[src/rtl/time_set_ctrl.sv]
// Mode and time-setting controller: one-second count enable, RUN/EDIT_HR/EDIT_MIN/COMMIT
// sequencing with shadow edit registers, and a single-cycle parallel load into the counter.
module time_set_ctrl #(
    parameter int CLK_DIV = 100
) (
    input  logic       clk,
    input  logic       rst_n,
    input  logic       mode_p,
    input  logic       inc_p,
    input  logic       dec_p,
    input  logic [5:0] cur_sec,
    input  logic [5:0] cur_min,
    input  logic [4:0] cur_hr,
    output logic       cnt_en,
    output logic       load,
    output logic [5:0] load_sec,
    output logic [5:0] load_min,
    output logic [4:0] load_hr,
    output logic [1:0] mode,
    output logic       blink
);

    localparam int PW = $clog2(CLK_DIV);
    localparam logic [PW-1:0] PRE_MAX  = PW'(CLK_DIV - 1);
    localparam logic [PW-1:0] PRE_HALF = PW'(CLK_DIV / 2 - 1);

    typedef enum logic [1:0] {
        S_RUN      = 2'd0,
        S_EDIT_HR  = 2'd1,
        S_EDIT_MIN = 2'd2,
        S_COMMIT   = 2'd3
    } state_t;

    state_t          r_state;
    state_t          w_state_nxt;
    logic            w_chg;
    logic [PW-1:0]   r_pre;
    logic [PW-1:0]   w_pre_nxt;
    logic [4:0]      r_edit_hr;
    logic [4:0]      w_edit_hr_nxt;
    logic [5:0]      r_edit_min;
    logic [5:0]      w_edit_min_nxt;
    logic            r_cnt_en;
    logic            w_cnt_en_nxt;
    logic            r_blink;
    logic            w_blink_nxt;
    logic            r_load;
    logic            w_load_nxt;
    logic [4:0]      r_load_hr;
    logic [4:0]      w_load_hr_nxt;
    logic [5:0]      r_load_min;
    logic [5:0]      w_load_min_nxt;
    logic            w_adj;

    // Seconds are always zeroed on commit, so the live seconds value is not needed.
    logic            w_unused_sec;
    assign w_unused_sec = ^cur_sec;

    // Out-of-range captured values step to 0 going up and to the maximum going down.
    function automatic logic [4:0] hr_step(input logic [4:0] v, input logic up);
        if (up) begin
            return (v >= 5'd23) ? 5'd0 : v + 5'd1;
        end else begin
            return ((v == 5'd0) || (v > 5'd23)) ? 5'd23 : v - 5'd1;
        end
    endfunction

    function automatic logic [5:0] min_step(input logic [5:0] v, input logic up);
        if (up) begin
            return (v >= 6'd59) ? 6'd0 : v + 6'd1;
        end else begin
            return ((v == 6'd0) || (v > 6'd59)) ? 6'd59 : v - 6'd1;
        end
    endfunction

    // State register
    always_ff @(posedge clk or negedge rst_n) begin
        if (!rst_n) begin
            r_state <= S_RUN;
        end else begin
            r_state <= w_state_nxt;
        end
    end

    // Next-state logic; COMMIT always returns to RUN and ignores the buttons
    always_comb begin
        w_state_nxt = r_state;
        case (r_state)
            S_RUN:      if (mode_p) w_state_nxt = S_EDIT_HR;  else w_state_nxt = S_RUN;
            S_EDIT_HR:  if (mode_p) w_state_nxt = S_EDIT_MIN; else w_state_nxt = S_EDIT_HR;
            S_EDIT_MIN: if (mode_p) w_state_nxt = S_COMMIT;   else w_state_nxt = S_EDIT_MIN;
            S_COMMIT:   w_state_nxt = S_RUN;
            default:    w_state_nxt = S_RUN;
        endcase
    end

    // Next values of prescaler, edit shadows and registered outputs
    always_comb begin
        w_chg          = (w_state_nxt != r_state);
        w_adj          = !mode_p && (inc_p ^ dec_p);
        w_edit_hr_nxt  = r_edit_hr;
        w_edit_min_nxt = r_edit_min;

        if (w_chg || (r_pre == PRE_MAX)) begin
            w_pre_nxt = '0;
        end else begin
            w_pre_nxt = r_pre + PW'(1'b1);
        end

        case (r_state)
            S_RUN: begin
                if (mode_p) begin
                    w_edit_hr_nxt  = cur_hr;
                    w_edit_min_nxt = cur_min;
                end else begin
                    w_edit_hr_nxt  = r_edit_hr;
                    w_edit_min_nxt = r_edit_min;
                end
            end
            S_EDIT_HR: begin
                if (w_adj) w_edit_hr_nxt = hr_step(r_edit_hr, inc_p);
                else       w_edit_hr_nxt = r_edit_hr;
            end
            S_EDIT_MIN: begin
                if (w_adj) w_edit_min_nxt = min_step(r_edit_min, inc_p);
                else       w_edit_min_nxt = r_edit_min;
            end
            default: begin
                w_edit_hr_nxt  = r_edit_hr;
                w_edit_min_nxt = r_edit_min;
            end
        endcase

        // A tick on the same edge as leaving RUN is dropped so it never lands in EDIT_HR.
        w_cnt_en_nxt = (r_state == S_RUN) && (w_state_nxt == S_RUN) && (r_pre == PRE_MAX);
        w_load_nxt   = (w_state_nxt == S_COMMIT);

        if (w_state_nxt == S_COMMIT && r_state == S_EDIT_MIN) begin
            w_load_hr_nxt  = r_edit_hr;
            w_load_min_nxt = r_edit_min;
        end else begin
            w_load_hr_nxt  = r_load_hr;
            w_load_min_nxt = r_load_min;
        end

        case (w_state_nxt)
            S_EDIT_HR, S_EDIT_MIN: begin
                if (w_chg) begin
                    w_blink_nxt = 1'b1;
                end else if ((r_pre == PRE_HALF) || (r_pre == PRE_MAX)) begin
                    w_blink_nxt = ~r_blink;
                end else begin
                    w_blink_nxt = r_blink;
                end
            end
            default: w_blink_nxt = 1'b0;
        endcase
    end

    // Datapath and output registers
    always_ff @(posedge clk or negedge rst_n) begin
        if (!rst_n) begin
            r_pre      <= '0;
            r_edit_hr  <= 5'd0;
            r_edit_min <= 6'd0;
            r_cnt_en   <= 1'b0;
            r_blink    <= 1'b0;
            r_load     <= 1'b0;
            r_load_hr  <= 5'd0;
            r_load_min <= 6'd0;
        end else begin
            r_pre      <= w_pre_nxt;
            r_edit_hr  <= w_edit_hr_nxt;
            r_edit_min <= w_edit_min_nxt;
            r_cnt_en   <= w_cnt_en_nxt;
            r_blink    <= w_blink_nxt;
            r_load     <= w_load_nxt;
            r_load_hr  <= w_load_hr_nxt;
            r_load_min <= w_load_min_nxt;
        end
    end

    assign cnt_en   = r_cnt_en;
    assign load     = r_load;
    assign load_hr  = r_load_hr;
    assign load_min = r_load_min;
    assign load_sec = 6'd0;
    assign mode     = r_state;
    assign blink    = r_blink;

endmodule

[config.mk]
export PLATFORM = sky130hd
export DESIGN_NAME = time_set_ctrl
export DESIGN_NICKNAME = d
export VERILOG_FILES = /design/src/rtl/time_set_ctrl.sv
export SDC_FILE = /design/constraint.sdc
export NUM_CORES = 1
export LEC_CHECK = 0
export ABC_AREA = 1
export BUFFER_PORTS_ARGS = -buffer_cell sky130_fd_sc_hd__buf_2
export CELL_PAD_IN_SITES_DETAIL_PLACEMENT = 0
export CELL_PAD_IN_SITES_GLOBAL_PLACEMENT = 1
export CORE_MARGIN = 1.5
export CORE_UTILIZATION = 30
export DETAILED_ROUTE_END_ITERATION = 6
export PLACE_DENSITY = 0.73
export SKIP_CTS_REPAIR_TIMING = 1
export SLEW_MARGIN = 20
export SYNTH_ARGS = -nofsm -noshare
export SYNTH_HDL_FRONTEND = slang
export SYNTH_SLANG_ARGS = --single-unit
[constraint.sdc]
create_clock -name clk -period 1.67 [get_ports clk]
set_input_delay 0.334 -clock clk [delete_from_list [all_inputs] [get_ports clk]]
set_output_delay 0.334 -clock clk [all_outputs]
set_load 0.02 [all_outputs]
After elaboration in Yosys (flattened, before gate mapping):

Cells that the tools add are included.
Widths: inputs -> output; s select.

* register bits: 34
* bits of input ports: 22
* output and inout bits: 22
* logic and storage cells: 71

* add/subtract/negate cells: 5
* $lt $le $gt $ge: 4
* equality and inequality tests: 13
* multiplexer cells: 20
* bitwise logic cells: 2
* reduce and logical (&&, ||, !) cells: 18

Operators with widths (count)
* $mux 6: 5
* $mux 5: 5
* $pmux 6 s2: 1
* $pmux 5 s2: 1
* $eq 2x2->1 const B: 4
* $pmux 2 s4: 1
* $add 7x1->7 const B: 1
* $eq 7x6->1 const B: 1
* $eq 7x7->1 const B: 1
* $mux 7: 1
* $add 6x1->6 const B: 1
* $ge 6x6->1 const B: 1
* $gt 6x6->1 const B: 1
* $logic_not 6->1: 1
* $ne 2x2->1 const B: 3
* $reduce_and 3->1: 2
* $sub 6x1->6 const B: 1
* $add 5x1->5 const B: 1
* $ge 5x5->1 const B: 1
* $gt 5x5->1 const B: 1
* $logic_not 5->1: 1
* $mux 1: 5
* $sub 5x1->5 const B: 1
* $eq 2x1->1 const B: 2
* 11 further kinds: 19

Depth between registers and ports, before layout:

* depth after elaboration: 6
* depth in mapped cells: 10
* depth with buffers taken out: 10

Worst setup path after synthesis:

No wires, ideal clock.

* kind: register to register
* from: register r_state[0], in the netlist mode[0]
* to: register r_blink, in the netlist blink
* arrival: 1.565 ns
* data required time: 1.547 ns
* setup slack: -0.019 ns
* stages on the path, launching flop included: 8
* period minus slack after synthesis: 1.689 ns
* cells stage by stage: dfrtp_1 > nand2_1 > o21ai_0 > inv_1 > ha_1 > nand4_1 > nor2_1 > a21oi_1

* cells in the longest elaborated chain, start to end: 5
* elaborated cells on any way between the ends: 12
* those cells by class: 7 x eq/ne; 3 x mux; 2 x reduce/logical

Ends and longest elaborated chain
* from (decl): line 34 `state_t r_state;`
* from (signal assigned): line 81 `r_state <= w_state_nxt;`
* $eq 2x2->1, or another cell as far along: line 88 `case (r_state)`
* $pmux 2 s4 (*): line 88
* via w_state_nxt[1]: line 35 `state_t w_state_nxt;`
* $eq 2x1->1, or another cell as far along: line 146 `case (w_state_nxt)`
* $reduce_or 2->1 / $mux 1 (equally long branches): line 146, 148
* $ne 3x3->1 (no line) / $mux 1 (equally long branches)
* to (signal assigned): line 176 `r_blink <= w_blink_nxt;`
* to (decl): line 45 `logic r_blink;`

The timed path passes the listed nets; every way through them passes the cells marked *.
A chain may end at the register's enable or synchronous reset.

Final worst setup path:

* from: register r_state[0], in the netlist mode[0]
* to: register r_load_min[2], in the netlist load_min[2]

* cells in the longest elaborated chain, start to end: 4
* elaborated cells on any way between the ends: 7
* those cells by class: 4 x eq/ne; 1 x mux; 2 x reduce/logical

Ends and longest elaborated chain
* $eq 2x2->1, or another cell as far along: line 88
* $pmux 2 s4 (*): line 88
* via w_state_nxt[0]: line 35
* $eq 2x2->1 (*)
* via w_load_nxt: line 48 `logic w_load_nxt;`
* $logic_and 1x1->1 (*): line 138 `if (w_state_nxt == S_COMMIT && r_state == S_EDIT_MIN) begin`
* to (signal assigned): line 179 `r_load_min <= w_load_min_nxt;`
* to (decl): line 51 `logic [5:0] r_load_min;`

Marks and branches as above.

==> flow_summary.toml <==
[critical_path]
cp_num_buf_inv = 1
r2r-start = "mode[0]$_DFF_PN0_"
slowest_stage = "dfrtp_2"
cp_data_arrival_time_ns = 1.69
crit_end = "load_min[2]$_DFFE_PN0P_"
path_common_cell = "nand2_2"
timing.rr.end = "load_min[2]$_DFFE_PN0P_"
crit_start = "mode[0]$_DFF_PN0_"
cp.required_ns = 1.83
cpPeakStageDelay_ns = 0.45
path_cells = "nand2_2 > nand2_1 > o21ai_2 > inv_1 > ha_2 > nand2_2 > mux2_1"
critPathTopFamily = "flip-flops"
path_class = "register to register"
rr_worst_depth = 7
r2r_setup_slack_ns = 0.14
start_kind = "register"
worstPathMaxFanout = 6
endpoint_kind = "register"
crit_cells = 7

[synthesis]
synth_edf_count = 0
ys_ff_latch = 34
synth_flop_cell = "dfrtp_1"
synth.avg_cell_area_um2 = 7.52
async_flop_share_pct = 100
yosysWarnings = 0
yosysSeqAreaShare_pct = 39.4
syn_inst = 287
synth_cell_types = 28
syn_area_um2 = 2160

[power_and_ir_drop]
leakagePower_nw = 1.29
ir_worst_vdd_uv = 818
total_power_mw = 4.27
power_density_nw_per_um2 = 1690

[route]
drc_errors = 0
drtAntennaViolNets = 0
drtIter0Drc = 111
via_per_inst = 4.46
wire_per_inst_um = 11.4
first_pass_iters = 4
vias = 1884
drt_wl_total_um = 4800

[timing]
finalHoldViolCount = 0
maxSlewViolCount = 0
finClkSkew_ns = 0.00712
rsz0062_at_grt = "false"
max_clock_freq_mhz = 654
setup_violations = 0
fin_crit_ns = 1.53
timing.final.crit_share_pct = 91.6

[clock_network]
cts.sinks = 34
cts_max_path_buffers = 2
path_clk_slew_ns = 0.08
htree_levels = 2
cts-root-buf = "clkbuf_8"
cts_tree = "built"
numCtsBuffers = 5
clock_latency_ns = 0.28

[global_route]
grt_pass1_vias = 1752
antenna_found_initial = 0
grt_max_degree = 21
grt_pass1_wl_um = 8250
grt_usage_pct = 13.7
overflow = 0

[status]
status = "complete, no violations"

[final_layout]
areaGrowthSynthToFinish_pct = 17.0
post-route-util_pct = 36.8
fillers = 744
diodes = 0
drive_above_1_share_pct = 24.8
nets = 356
final_cell_mix = "nand2_1, dfrtp_1, nor2_1, buf_2"
final_common_cell = "nand2_1"

[min_path]
hp-class = "input port to register"
hold_path_depth = 3

[floorplan]
die-area_um2 = 7710
die_w_um = 87.8
start_util_pct = 31.4
rows = 30
io_pins = 44
die_h_um = 87.8
core_um2 = 6870

[place]
place.port_buffers = 31
place_congestion = 0.816
hpwlAfterDp_um = 3720

[run]
maxCapViolations = 0
[stage by stage]
stage | instance area (um2) | setup WS [ns] | hold WS [ns] | cells | setup TNS (ns)
floorplan | 2180 | 0.0401 | 0.0384 | 292 | 0
global placement | 2400 | -0.0139 | 0.259 | 413 | -0.0787
detailed placement | 2400 | -0.0443 | 0.258 | 413 | -0.413
CTS | 2490 | -0.0472 | -0.0542 | 421 | -0.413
global route | 2530 | 0.0217 | 0.381 | 422 | 0
finish | 2530 | 0.141 | 0.353 | 422 | 0
[cells in the mapped netlist (4+ instances only)]
library cell	count	area, um2
nand4_1	5	31.3
dfrtp_1	34	851
nor3_1	5	25.0
nand3_1	16	80.1
nand2_2	8	50.1
xor2_1	6	52.6
o21ai_1	20	100
buf_6	4	45.0
buf_4	8	60.1
o21ai_0	6	30.0
inv_2	6	22.5
nor2_2	9	56.3
nand2_1	72	270
nor2_1	31	116
inv_1	21	78.8
ha_1	9	113
a21oi_1	12	60.1
[kinds of logic after synthesis]
kind of cell | Yosys count | share of synthesized area, %
simple gates | 151 | 31.2
compound gates | 44 | 11.0
buf+inv | 41 | 10.0
flops | 34 | 39.4
fa+ha+maj | 9 | 5.22
xor+xnor | 6 | 2.43
other cells | 1 | 0.174
mux | 1 | 0.522
[flip-flops by register name, indices dropped and copies added, names as in the netlist, 2 cells and up]
register	flops
r_pre	7
r_edit_min	6
r_edit_hr	5
mode	2
load_min	6
load_hr	5
[how the worst min path moves through the flow]
| stage | from | endpoint |
|---|---|---|
| 2_1_floorplan | rst_n | blink$_DFFE_PN0P_ |
| 3_3_place_gp | rst_n | r_edit_hr[1]$_DFFE_PN0P_ |
| 3_5_place_dp | rst_n | r_edit_hr[1]$_DFFE_PN0P_ |
| 4_1_cts | rst_n | r_edit_hr[1]$_DFFE_PN0P_ |
| 5_1_grt | cur_hr[0] | r_edit_hr[0]$_DFFE_PN0P_ |
| 6_report | cur_hr[1] | r_edit_hr[1]$_DFFE_PN0P_ |
[final cells by class]
type                       instances  area [um2]  area share [%]
sequential                        34         853            33.8
clock inverter                     1        5.00           0.198
timing repair buffer              40         238            9.41
clock buffer                       7        86.3            3.42
tap                               96         120            4.75
inverter                          27         101            4.01
multi-input combinational        217        1120            44.4
[routing by layer]
metal  up-vias  routed length [um]  GRT usage, %  share of wire [%]
met5         -                   0             0                  0
met4         0                  45          4.33               0.94
met3         4                 232          3.20                4.8
met2        49                2030          19.6                 42
met1       847                2500          20.1                 52
li1        984                   -             -                  -
[report_power, final]
group | switching [mW] | internal, mW | leakage (nW) | total [mW]
logic | 1.38 | 0.807 | 0.806 | 2.19
registers | 0.313 | 1.14 | 0.433 | 1.45
clock network | 0.299 | 0.333 | 0.0482 | 0.632
total | 2.00 | 2.28 | 1.29 | 4.27
[tightest hold or removal path: cells and delay by family]
| kind | cells | cell delay [ns] |
|---|---|---|
| AO/OA/AOI/OAI | 2 | 0.19 |
| buffers and inverters | 1 | 0.07 |
(Power assumes the default switching activity.)
